### src/rtl/ahb_param_arbiter_if.sv
// Request/grant signals between the AHB masters and the parametrised arbiter.
// The slave modport is the arbiter's view; the master modport is the request side.
interface ahb_param_arbiter_if #(
   parameter int NUM_MASTERS = 4,
   parameter int MW          = ($clog2(NUM_MASTERS) > 1) ? $clog2(NUM_MASTERS) : 1
);
   logic [NUM_MASTERS-1:0] HBUSREQ;
   logic [NUM_MASTERS-1:0] HLOCK;
   logic                   HREADY;
   logic [1:0]             HTRANS;
   logic [2:0]             HBURST;
   logic                   PRIO_MODE;
   logic [NUM_MASTERS-1:0] HGRANT;
   logic [MW-1:0]          HMASTER;
   logic                   HMASTLOCK;

   modport slave (
      input  HBUSREQ, HLOCK, HREADY, HTRANS, HBURST, PRIO_MODE,
      output HGRANT, HMASTER, HMASTLOCK
   );

   modport master (
      output HBUSREQ, HLOCK, HREADY, HTRANS, HBURST, PRIO_MODE,
      input  HGRANT, HMASTER, HMASTLOCK
   );
endinterface

### src/rtl/ahb_param_arbiter.sv
// Parametrised AHB arbiter: round-robin or fixed priority, locked sequences, burst tracking.
// Define AHB_ARB_INCR_LIMIT_EN to force re-arbitration after MAX_INCR_BEATS beats of an INCR burst.
module ahb_param_arbiter #(
   parameter int NUM_MASTERS    = 4,
   parameter int DEFAULT_MASTER = 0,
   parameter int MAX_INCR_BEATS = 16
) (
   input logic HCLK,
   input logic HRESETn,
   ahb_param_arbiter_if.slave io_ahb
);
   localparam int MW = ($clog2(NUM_MASTERS) > 1) ? $clog2(NUM_MASTERS) : 1;
   localparam logic [MW-1:0]          DEF_IDX   = MW'(DEFAULT_MASTER);
   localparam logic [MW-1:0]          LAST_IDX  = MW'(NUM_MASTERS - 1);
   localparam logic [NUM_MASTERS-1:0] DEF_GRANT = NUM_MASTERS'(1) << DEFAULT_MASTER;

   typedef enum logic [1:0] {
      ARB       = 2'd0,
      BURST_FIX = 2'd1,
      BURST_INC = 2'd2,
      LOCKED    = 2'd3
   } state_t;

   if (NUM_MASTERS < 2 || NUM_MASTERS > 16) begin : g_badNumMasters
      $error("NUM_MASTERS must be 2..16");
   end
   if (DEFAULT_MASTER < 0 || DEFAULT_MASTER >= NUM_MASTERS) begin : g_badDefault
      $error("DEFAULT_MASTER must be below NUM_MASTERS");
   end
   if (MAX_INCR_BEATS < 2 || MAX_INCR_BEATS > 1024) begin : g_badIncrLimit
      $error("MAX_INCR_BEATS must be 2..1024");
   end

   state_t                 r_state, w_stateNext;
   logic [MW-1:0]          r_grantIdx, w_grantIdxNext;
   logic [MW-1:0]          r_rrLast, w_rrLastNext;
   logic [MW-1:0]          r_hmaster;
   logic [MW-1:0]          w_winner, w_rrIdx;
   logic [NUM_MASTERS-1:0] r_grant, w_cand, w_ownerMask;
   logic [3:0]             r_remaining, w_remainingNext, w_burstLen;
   logic                   r_hmastlock;
   logic                   w_ready, w_beat, w_newBurst, w_ownReq, w_ownLock;
   logic                   w_limitHit, w_arbPoint, w_found;

   assign w_ready    = io_ahb.HREADY;
   assign w_beat     = io_ahb.HREADY && io_ahb.HTRANS[1];
   assign w_newBurst = io_ahb.HREADY && (io_ahb.HTRANS == 2'b10) && (io_ahb.HBURST != 3'b000);
   assign w_ownReq   = io_ahb.HBUSREQ[r_grantIdx];
   assign w_ownLock  = io_ahb.HLOCK[r_grantIdx];

`ifdef AHB_ARB_INCR_LIMIT_EN
   localparam int CW = $clog2(MAX_INCR_BEATS + 1);
   logic [CW-1:0] r_incrCnt, w_incrCntNext;

   // The beat that brings the count to the limit ends the owner's tenure unless it is locked.
   assign w_limitHit = (r_state == BURST_INC) && w_beat && !w_ownLock &&
                       (r_incrCnt == CW'(MAX_INCR_BEATS - 1));
`else
   assign w_limitHit = 1'b0;
`endif

   // Winner search; a limit-forced handover in round-robin mode skips the owner when others wait.
   always_comb begin
      w_ownerMask = NUM_MASTERS'(1) << r_grantIdx;
      w_cand      = io_ahb.HBUSREQ;
      if (w_limitHit && !io_ahb.PRIO_MODE && ((io_ahb.HBUSREQ & ~w_ownerMask) != '0))
         w_cand = io_ahb.HBUSREQ & ~w_ownerMask;
      w_winner = DEF_IDX;
      w_found  = 1'b0;
      w_rrIdx  = '0;
      if (io_ahb.PRIO_MODE) begin
         for (int i = 0; i < NUM_MASTERS; i++) begin
            if (!w_found && w_cand[MW'(i)]) begin
               w_winner = MW'(i);
               w_found  = 1'b1;
            end
         end
      end else begin
         for (int k = 1; k <= NUM_MASTERS; k++) begin
            w_rrIdx = MW'((int'(r_rrLast) + k) % NUM_MASTERS);
            if (!w_found && w_cand[w_rrIdx]) begin
               w_winner = w_rrIdx;
               w_found  = 1'b1;
            end
         end
      end
   end

   always_comb begin
      case (io_ahb.HBURST[2:1])
         2'b01:   w_burstLen = 4'd3;
         2'b10:   w_burstLen = 4'd7;
         default: w_burstLen = 4'd15;
      endcase
   end

   // Next-state: decide whether this edge is an arbitration point, then lock/burst/handover.
   always_comb begin
      w_stateNext     = r_state;
      w_grantIdxNext  = r_grantIdx;
      w_rrLastNext    = r_rrLast;
      w_remainingNext = r_remaining;
      w_arbPoint      = 1'b0;
`ifdef AHB_ARB_INCR_LIMIT_EN
      w_incrCntNext   = r_incrCnt;
`endif
      case (r_state)
         ARB: w_arbPoint = w_ready;
         BURST_FIX: begin
            if (w_beat) begin
               w_remainingNext = r_remaining - 4'd1;
               if (r_remaining == 4'd1)
                  w_arbPoint = 1'b1;
            end
         end
         BURST_INC: begin
            if (w_ready && (!w_ownReq || w_limitHit)) begin
               w_arbPoint = 1'b1;
            end else if (w_beat) begin
`ifdef AHB_ARB_INCR_LIMIT_EN
               w_incrCntNext = r_incrCnt + CW'(1);
`endif
            end
         end
         LOCKED: w_arbPoint = w_ready && !w_ownLock;
         default: w_arbPoint = w_ready;
      endcase

      if (w_arbPoint) begin
         if (w_ownLock && w_ownReq) begin
            w_stateNext = LOCKED;
         end else if (w_newBurst) begin
            if (io_ahb.HBURST == 3'b001) begin
               w_stateNext = BURST_INC;
`ifdef AHB_ARB_INCR_LIMIT_EN
               w_incrCntNext = '0;
`endif
            end else begin
               w_stateNext     = BURST_FIX;
               w_remainingNext = w_burstLen;
            end
         end else begin
            w_stateNext    = ARB;
            w_grantIdxNext = w_winner;
            if (io_ahb.HBUSREQ[w_winner])
               w_rrLastNext = w_winner;
         end
      end
   end

   // State, grant and address-phase ownership registers.
   always_ff @(posedge HCLK or negedge HRESETn) begin
      if (!HRESETn) begin
         r_state     <= ARB;
         r_grantIdx  <= DEF_IDX;
         r_grant     <= DEF_GRANT;
         r_rrLast    <= LAST_IDX;
         r_remaining <= 4'd0;
         r_hmaster   <= DEF_IDX;
         r_hmastlock <= 1'b0;
      end else begin
         r_state     <= w_stateNext;
         r_grantIdx  <= w_grantIdxNext;
         r_grant     <= NUM_MASTERS'(1) << w_grantIdxNext;
         r_rrLast    <= w_rrLastNext;
         r_remaining <= w_remainingNext;
         if (w_ready) begin
            r_hmaster   <= r_grantIdx;
            r_hmastlock <= w_ownLock;
         end
      end
   end

`ifdef AHB_ARB_INCR_LIMIT_EN
   always_ff @(posedge HCLK or negedge HRESETn) begin
      if (!HRESETn)
         r_incrCnt <= '0;
      else
         r_incrCnt <= w_incrCntNext;
   end
`endif

   assign io_ahb.HGRANT    = r_grant;
   assign io_ahb.HMASTER   = r_hmaster;
   assign io_ahb.HMASTLOCK = r_hmastlock;
endmodule

### src/flat_wrapper.sv
// flat-port wrapper written by rule: the top's interface ports become plain ports
module ahb_param_arbiter_flat 
#(
   parameter int NUM_MASTERS    = 4,
   parameter int DEFAULT_MASTER = 0,
   parameter int MAX_INCR_BEATS = 16
)
  (HCLK, HRESETn, io_ahb_HBUSREQ, io_ahb_HLOCK, io_ahb_HREADY, io_ahb_HTRANS, io_ahb_HBURST, io_ahb_PRIO_MODE, io_ahb_HGRANT, io_ahb_HMASTER, io_ahb_HMASTLOCK);
  ahb_param_arbiter_if #(.NUM_MASTERS(NUM_MASTERS)) io_ahb_i ();
  input logic HCLK;
  input logic HRESETn;
  input wire logic [$bits(io_ahb_i.HBUSREQ)-1:0] io_ahb_HBUSREQ;
  input wire logic [$bits(io_ahb_i.HLOCK)-1:0] io_ahb_HLOCK;
  input wire logic [$bits(io_ahb_i.HREADY)-1:0] io_ahb_HREADY;
  input wire logic [$bits(io_ahb_i.HTRANS)-1:0] io_ahb_HTRANS;
  input wire logic [$bits(io_ahb_i.HBURST)-1:0] io_ahb_HBURST;
  input wire logic [$bits(io_ahb_i.PRIO_MODE)-1:0] io_ahb_PRIO_MODE;
  output wire logic [$bits(io_ahb_i.HGRANT)-1:0] io_ahb_HGRANT;
  output wire logic [$bits(io_ahb_i.HMASTER)-1:0] io_ahb_HMASTER;
  output wire logic [$bits(io_ahb_i.HMASTLOCK)-1:0] io_ahb_HMASTLOCK;
  assign io_ahb_i.HBUSREQ = io_ahb_HBUSREQ;
  assign io_ahb_i.HLOCK = io_ahb_HLOCK;
  assign io_ahb_i.HREADY = io_ahb_HREADY;
  assign io_ahb_i.HTRANS = io_ahb_HTRANS;
  assign io_ahb_i.HBURST = io_ahb_HBURST;
  assign io_ahb_i.PRIO_MODE = io_ahb_PRIO_MODE;
  assign io_ahb_HGRANT = io_ahb_i.HGRANT;
  assign io_ahb_HMASTER = io_ahb_i.HMASTER;
  assign io_ahb_HMASTLOCK = io_ahb_i.HMASTLOCK;
  ahb_param_arbiter #(.NUM_MASTERS(NUM_MASTERS), .DEFAULT_MASTER(DEFAULT_MASTER), .MAX_INCR_BEATS(MAX_INCR_BEATS)) u_core (.HCLK(HCLK), .HRESETn(HRESETn), .io_ahb(io_ahb_i));
endmodule
### config.mk
export PLATFORM = sky130hd
export DESIGN_NAME = ahb_param_arbiter_flat
export DESIGN_NICKNAME = d
export VERILOG_FILES = /design/src/rtl/ahb_param_arbiter_if.sv /design/src/rtl/ahb_param_arbiter.sv /design/src/flat_wrapper.sv
export SDC_FILE = /design/constraint.sdc
export NUM_CORES = 1
export LEC_CHECK = 0
export ABC_AREA = 1
export CAP_MARGIN = 10
export CORE_AREA = 2 2 56 58
export CTS_CLUSTER_DIAMETER = 60
export DETAILED_ROUTE_END_ITERATION = 8
export DIE_AREA = 0 0 58 60
export HOLD_SLACK_MARGIN = 0.03
export PLACE_DENSITY = 0.81
export SYNTH_ARGS = -nofsm -noshare
export SYNTH_HDL_FRONTEND = slang
export SYNTH_SLANG_ARGS = --single-unit
### constraint.sdc
create_clock -name HCLK -period 1.8 [get_ports HCLK]
set_input_delay 0.27 -clock HCLK [delete_from_list [all_inputs] [get_ports HCLK]]
set_output_delay 0.27 -clock HCLK [all_outputs]
set_load 0.02 [all_outputs]
==> metrics, run 1 <==
status finished with violations; failing checks negative setup slack; register area ~430 µm²; GR Util All Layers 0.181; Max-cap violations 0; Worst Path Arrival roughly 2.1 ns; initial antenna violation count 0; Worst-path clk slew around 0.10 ns; crit path capture type register; Leak about 0.00095 µW; Sw Pwr ~1500 µW; Slew headroom 0.682; Most used DFF post-synth dfrtp_1; num ports 24; Post-DP HPWL 2.21 mm; I/O Buffers 23; Worst setup SP type register; Clk Latency, worst-skew pair around 0.30 ns; setup violators final 5; vias in the first global route 1225; H-tree depth 1; clock share of power 0.066; Distinct cells, synth 26; drt drc 0; Final WS setup -0.0328 ns; GPL Wtd Cong 0.909; core area 2900 µm²; Syn Std Cell Area 1290 µm²; TritonCTS clock tree built; cell with the most instances after synthesis nand2_1; final net count 257; Top cell by count, worst path nand2_1; # rows 20; Max Buffers Root-to-Sink 2; critical path type register to register; Net Sw Frac 0.490; area share of the largest cell type after synthesis 0.271; layout cells sized above 1 0.314; Synth area leader dfrtp_1; Routed WL 2.86 mm; period utilization 1.02; Pwr Density 1710 nW/µm²; Yosys reg bits 17; Critical Path Fanout Max 6; antenna viol nets, final 0; number of synthesized flops with an enable pin 0; Fillers 261; Worst Tran Pin Value between 0.4 and 0.5 ns; clock root cell clkbuf_4; die span in y 60 µm; combinational share of power 0.691; Peak VDD IR 0.972 mV; Max Slew Vio Count 0; area delta synth->final 38.6%; First-pass DRT Iterations 5; Sequential Power Share 0.243; synth top area cells dfrtp_1 (27%), nand2_1 (23%), nand2_2 (6.3%), dfstp_2 (6.1%), inv_1 (5.8%); multi-input gate area in the final layout 823 µm²; Initial DRC Count 40; TNS Setup -0.0897 ns; final core occ 0.616; Die ar. 3480 µm²; ANT cells 0; initial core utilization 0.445; post-synthesis sequential area ratio 0.332; Syn Inst Count 194; final hold vios 0; WL/cell 10.6 µm; synth warn 0; pin count of the biggest net entering global routing 12; Via Count 1307; total global routing overflow 0; hold buffers post-CTS 0; worst min-delay path category input port to asynchronous set/reset pin; first-pass GRT wire length between 4 and 5 mm; Slowest-stage cell, CP dfstp_2; Synth Area per Inst 6.66 µm²; number of CTS-inserted buffers 3; worst reg-to-reg setup slack -0.03 ns; syn_nets ~210; Layout Skew 0.00879 ns; ys async rst share 1.00; Fmax between 0.5 and 0.6 GHz; clk sinks 17; DR vias/cell between 4 and 5; crit-path cells clkinv_2, nand2_1, nand2_1, nand2_2, nand2_2, nand2_2, nand2_1, a21oi_2, nand2_2, nand2_2, nand3_2, nand2_1, nand2_1, nand2_1; Post-synth top cells nand2_1 (80), inv_1 (20), dfrtp_1 (14); slowest stage delay, CP 0.66 ns; RSZ-0062 raised after global routing yes; fin crit period 1.83 ns; WP data required 2.03 ns; Die X 58 µm; Cell Int Power approximately 1600 µW; FF-to-FF path depth 14
## sequential cells by signal, indices dropped and copies added, names as in the netlist
signal                   count
u_core.io_ahb.HGRANT         4
u_core.r_state               2
u_core.io_ahb.HMASTLOCK      1
u_core.r_grantIdx            2
u_core.io_ahb.HMASTER        2
u_core.r_rrLast              2
u_core.r_remaining           4
## kinds of logic after synthesis
family,Yosys count,share of synthesized area
flops,17,0.332
buf+inv,27,0.0882
simple gates,127,0.460
compound gates,18,0.0766
xor+xnor,2,0.0136
fa+ha+maj,3,0.0291
## stage by stage
stage	hold slack (ns)	setup slack (ns)	power, µW	cell area, µm²	cells
global route	0.317	-0.169	3360	1790	269
floorplan	-0.0256	0.135	2030	1290	194
detailed placement	0.479	-0.175	2540	1630	259
finish	0.287	-0.0328	3070	1790	269
CTS	0.296	-0.00492	2940	1740	269
global placement	0.473	-0.186	2510	1630	259
## layer usage
layer | track usage | wire length [µm] | vias up | share of wire
met5 | 0 | 0 | - | 0
met4 | 0.0631 | 40 | 0 | 0.014
met3 | 0.0216 | 89 | 5 | 0.031
met2 | 0.334 | 1570 | 27 | 0.55
met1 | 0.216 | 1150 | 593 | 0.40
li1 | - | - | 682 | -
## power groups by stage
| stage | Combinational [µW] | Clock, µW | Sequential (µW) |
|---|---|---|---|
| 6_report | 2120 | 201 | 746 |
| 5_1_grt | 2360 | 229 | 768 |
| 4_1_cts | 1990 | 206 | 738 |
| 3_5_place_dp | 1800 | 0 | 740 |
| 3_3_place_gp | 1760 | 0 | 744 |
| 2_1_floorplan | 1260 | 0 | 773 |
## final cells by class
type,instances,area share
Timing Repair inverter,1,0.00280
Tap cell,33,0.0231
Inverter,26,0.0573
Sequential cell,17,0.241
Clock inverter,1,0.00280
Clock buffer,3,0.0126
Multi-Input combinational cell,150,0.460
Timing Repair Buffer,38,0.201
## layout by cell type (no fill, tap or decap), types with 6 or more instances in the layout
cell type	n
buf_4	13
dfrtp_1	13
inv_1	19
nand2_1	65
nand3_1	8
clkdlybuf4s50_1	23
o21ai_0	7
nand2_2	25
nor2_1	13
inv_2	6
## worst paths after layout
path                                         start                        to
hold reg to reg            u_core.io_ahb.HMASTLOCK   u_core.io_ahb.HMASTLOCK
min in group HCLK          u_core.io_ahb.HMASTLOCK   u_core.io_ahb.HMASTLOCK
setup / recovery                u_core.r_rrLast[0]        u_core.r_rrLast[1]
hold / removal                             HRESETn   u_core.io_ahb.HGRANT[2]
max in group asynchronous                  HRESETn  u_core.io_ahb.HMASTER[0]
setup reg to reg                u_core.r_rrLast[0]        u_core.r_rrLast[1]
## critical path, delay by kind of cell (launching register included)
family	cells	cell delay, ns
DFF	1	0.66
AOI/OAI and AO/OA	1	0.15
and+or+nand+nor	12	0.84
buffers and inverters	1	0.13
## timing repair
action,CTS,global route
hold endpoints to repair,0,0
pin swaps,9,8
cloned,1,0
setup endpoints to repair,6,12
setup buffers,5,0
gates resized for setup,10,17
Note: power is estimated with default switching activity, not from simulation.
==> inputs of run 2 (changes only) <==
--- a/config.mk
+++ b/config.mk
@@ -6,13 +6,15 @@
 export NUM_CORES = 1
 export LEC_CHECK = 0
 export ABC_AREA = 1
-export CAP_MARGIN = 10
-export CORE_AREA = 2 2 56 58
+export CAP_MARGIN = 20
+export CORE_AREA = 2 2 55 57
+export CTS_BUF_LIST = sky130_fd_sc_hd__clkbuf_4 sky130_fd_sc_hd__clkbuf_8
 export CTS_CLUSTER_DIAMETER = 60
 export DETAILED_ROUTE_END_ITERATION = 8
-export DIE_AREA = 0 0 58 60
+export DIE_AREA = 0 0 57 59
 export HOLD_SLACK_MARGIN = 0.03
-export PLACE_DENSITY = 0.81
+export PLACE_DENSITY = 0.84
+export SETUP_SLACK_MARGIN = 0.05
 export SYNTH_ARGS = -nofsm -noshare
 export SYNTH_HDL_FRONTEND = slang
 export SYNTH_SLANG_ARGS = --single-unit
==> metrics, run 2 (synthesized netlist as in run 1, its figures left out) <==
Net Sw Frac 0.496 (was 0.490); # rows 19 (was 20); Cell Int Power 1630 µW (was 1560 µW); Slowest-stage cell, CP dfstp_2 (unchanged); Worst setup SP type register (unchanged); Leak 0.000991 µW (was 0.000951 µW); crit path capture type register (unchanged); register area 430 µm² (unchanged); most common cell after layout, fill and taps aside nand2_1 (unchanged); ANT cells 0 (unchanged); Worst path top cell family by delay simple AND/OR/NAND/NOR gates (unchanged); Die X 57 µm (was 58 µm); final core occ 0.687 (was 0.616); Top cell by count, worst path nand2_2 (was nand2_1); final hold vios 0 (unchanged); Fillers 229 (was 261); die span in y 59 µm (was 60 µm); clock root cell clkbuf_4 (unchanged); Layout Cell Area excl Fill 1860 µm² (was 1790 µm²); Die ar. 3360 µm² (was 3480 µm²); Critical Path Fanout Max 5 (was 6); TritonCTS clock tree built (unchanged); Clk Latency, worst-skew pair 0.29 ns (was 0.30 ns); Worst-path clk slew 0.10 ns (about the same); WP data required 2.03 ns (about the same); Final WS setup -0.0226 ns (was -0.0328 ns); setup violators final 5 (unchanged); failing checks negative setup slack (unchanged); Worst Path Arrival 2.06 ns (was 2.07 ns); final net count 260 (was 257); hold buffers post-CTS 0 (unchanged); area delta synth->final 44.1% (was 38.6%); core area 2710 µm² (was 2900 µm²); crit-path cells buf_12, clkinv_8, nand2_2, nand2_2, nand2_2, nand2_4, nor2_4, nand3_2, nand2_2, nand2_2, nand2_4, inv_2, nand2_4, nand2_4, nor2_2 (was clkinv_2, nand2_1, nand2_1, nand2_2, nand2_2, nand2_2, nand2_1, a21oi_2, nand2_2, nand2_2, nand3_2, nand2_1, nand2_1, nand2_1); GPL Wtd Cong 0.930 (was 0.909); clk sinks 17 (unchanged); pin count of the biggest net entering global routing 12 (unchanged); Max Slew Vio Count 0 (unchanged); clock share of power 0.063 (was 0.066); vias in the first global route 1279 (was 1225); WL/cell 11.5 µm (was 10.6 µm); Fmax 0.549 GHz (was 0.546 GHz); Routed WL 3.12 mm (was 2.86 mm); antenna viol nets, final 0 (unchanged); initial antenna violation count 0 (unchanged); RSZ-0062 raised after global routing yes (unchanged); total global routing overflow 0 (unchanged); area post-placement 1650 µm² (was 1630 µm²); critical path type register to register (unchanged); num ports 24 (unchanged); FF-to-FF path depth 15 (was 14); Layout Skew 0.00419 ns (was 0.00879 ns); number of CTS-inserted buffers 3 (unchanged); I/O Buffers 23 (unchanged); Max Buffers Root-to-Sink 2 (unchanged); first-pass GRT wire length 5.16 mm (was 4.91 mm); worst hold slack 0.289 ns (was 0.287 ns); critical path depth in cells 15 (was 14); H-tree depth 1 (unchanged); Slew headroom 0.691 (was 0.682); Worst Tran Pin Value 0.462 ns (was 0.475 ns); TNS Setup -0.0569 ns (was -0.0897 ns); Initial DRC Count 42 (was 40); slowest stage delay, CP 0.58 ns (was 0.66 ns); commonest cells after routing, fill and taps aside nand2_1 (58), nand2_2 (28), clkdlybuf4s50_1 (23) (was nand2_1 (65), nand2_2 (25), clkdlybuf4s50_1 (23)); DR vias/cell 4.97 (was 4.86); Pwr Density 1740 nW/µm² (was 1710 nW/µm²); Sw Pwr 1600 µW (was 1500 µW); initial core utilization 0.476 (was 0.445); layout cells sized above 1 0.356 (was 0.314); period utilization 1.01 (was 1.02); combinational share of power 0.713 (was 0.691); Sequential Power Share 0.224 (was 0.243); fin crit period 1.82 ns (was 1.83 ns); status finished with violations (unchanged); drt drc 0 (unchanged); Via Count 1343 (was 1307); GR Util All Layers 0.190 (was 0.181); Post-DP HPWL 2.25 mm (was 2.21 mm); dpl ws -0.175 ns (about the same); multi-input gate area in the final layout 865 µm² (was 823 µm²); worst path bufs/invs 3 (was 1); worst min-delay path category input port to asynchronous set/reset pin (unchanged); Max-cap violations 0 (unchanged); Peak VDD IR 1.00 mV (was 0.972 mV); First-pass DRT Iterations 4 (was 5)
## run 2: cell types whose count changed in the layout (fill, tap and decap cells not counted), sizes merged
cell / change
clkinv: -1
buf: +3
inv: +1
## run 2: power groups by stage
stage          combinational (µW)  sequential (µW)  clock, µW
2_1_floorplan                1260              773          0
3_3_place_gp                 1780              741          0
3_5_place_dp                 1820              741          0
4_1_cts                      2170              716        207
5_1_grt                      2550              746        224
6_report                     2310              724        203
## run 2: timing repair
action / CTS / global route
pin swaps: 22 / 12
buffers inserted: 5 / 0
resized for setup: 25 / 19
hold endpoints to repair: 0 / 0
gates cloned: 1 / 0
setup endpoints to repair: 8 / 14
## run 2: worst register-to-register path, cell delays in order (launching register included)
cell and delay, ns:
dfstp_2 0.58, buf_12 0.14, clkinv_8 0.07, nand2_2 0.06, nand2_2 0.07, nand2_2 0.09
nand2_4 0.07, nor2_4 0.12, nand3_2 0.11, nand2_2 0.08, nand2_2 0.06, nand2_4 0.07
inv_2 0.05, nand2_4 0.07, nand2_4 0.06, nor2_2 0.07
## run 2: final cells by class
cell class	instances	share of cell area
multi-input cells	150	0.465
flip-flops and latches	17	0.231
repair buffers	41	0.206
inverters	26	0.0592
well taps	31	0.0208
clock buffers	3	0.0121
repair inverters	1	0.00336
clock inverters	1	0.00269
## run 2: metal layers
metal | global-route usage | wire [µm] | vias to the layer above
li1 | - | - | 684
met1 | 0.233 | 1230 | 621
met2 | 0.355 | 1740 | 34
met3 | 0.0240 | 121 | 4
met4 | 0.0465 | 31 | 0
met5 | 0 | 0 | -
## run 2: worst paths after layout
| path | from | slack [ns] | end |
|---|---|---|---|
| setup / recovery | u_core.r_rrLast[0] | -0.02 | u_core.io_ahb.HGRANT[1] |
| hold / removal | HRESETn | 0.29 | u_core.r_remaining[2] |
| setup reg to reg | u_core.r_rrLast[0] | -0.02 | u_core.io_ahb.HGRANT[1] |
| hold reg to reg | u_core.io_ahb.HMASTLOCK | 0.49 | u_core.io_ahb.HMASTLOCK |
| max in group asynchronous | HRESETn | 1.04 | u_core.r_state[1] |
| min in group HCLK | u_core.io_ahb.HMASTLOCK | 0.49 | u_core.io_ahb.HMASTLOCK |
## run 2: metrics by stage
step	std cells	total power (µW)
finish	270	3240
global route	270	3520
CTS	270	3090
detailed placement	260	2560
global placement	260	2520
floorplan	194	2030
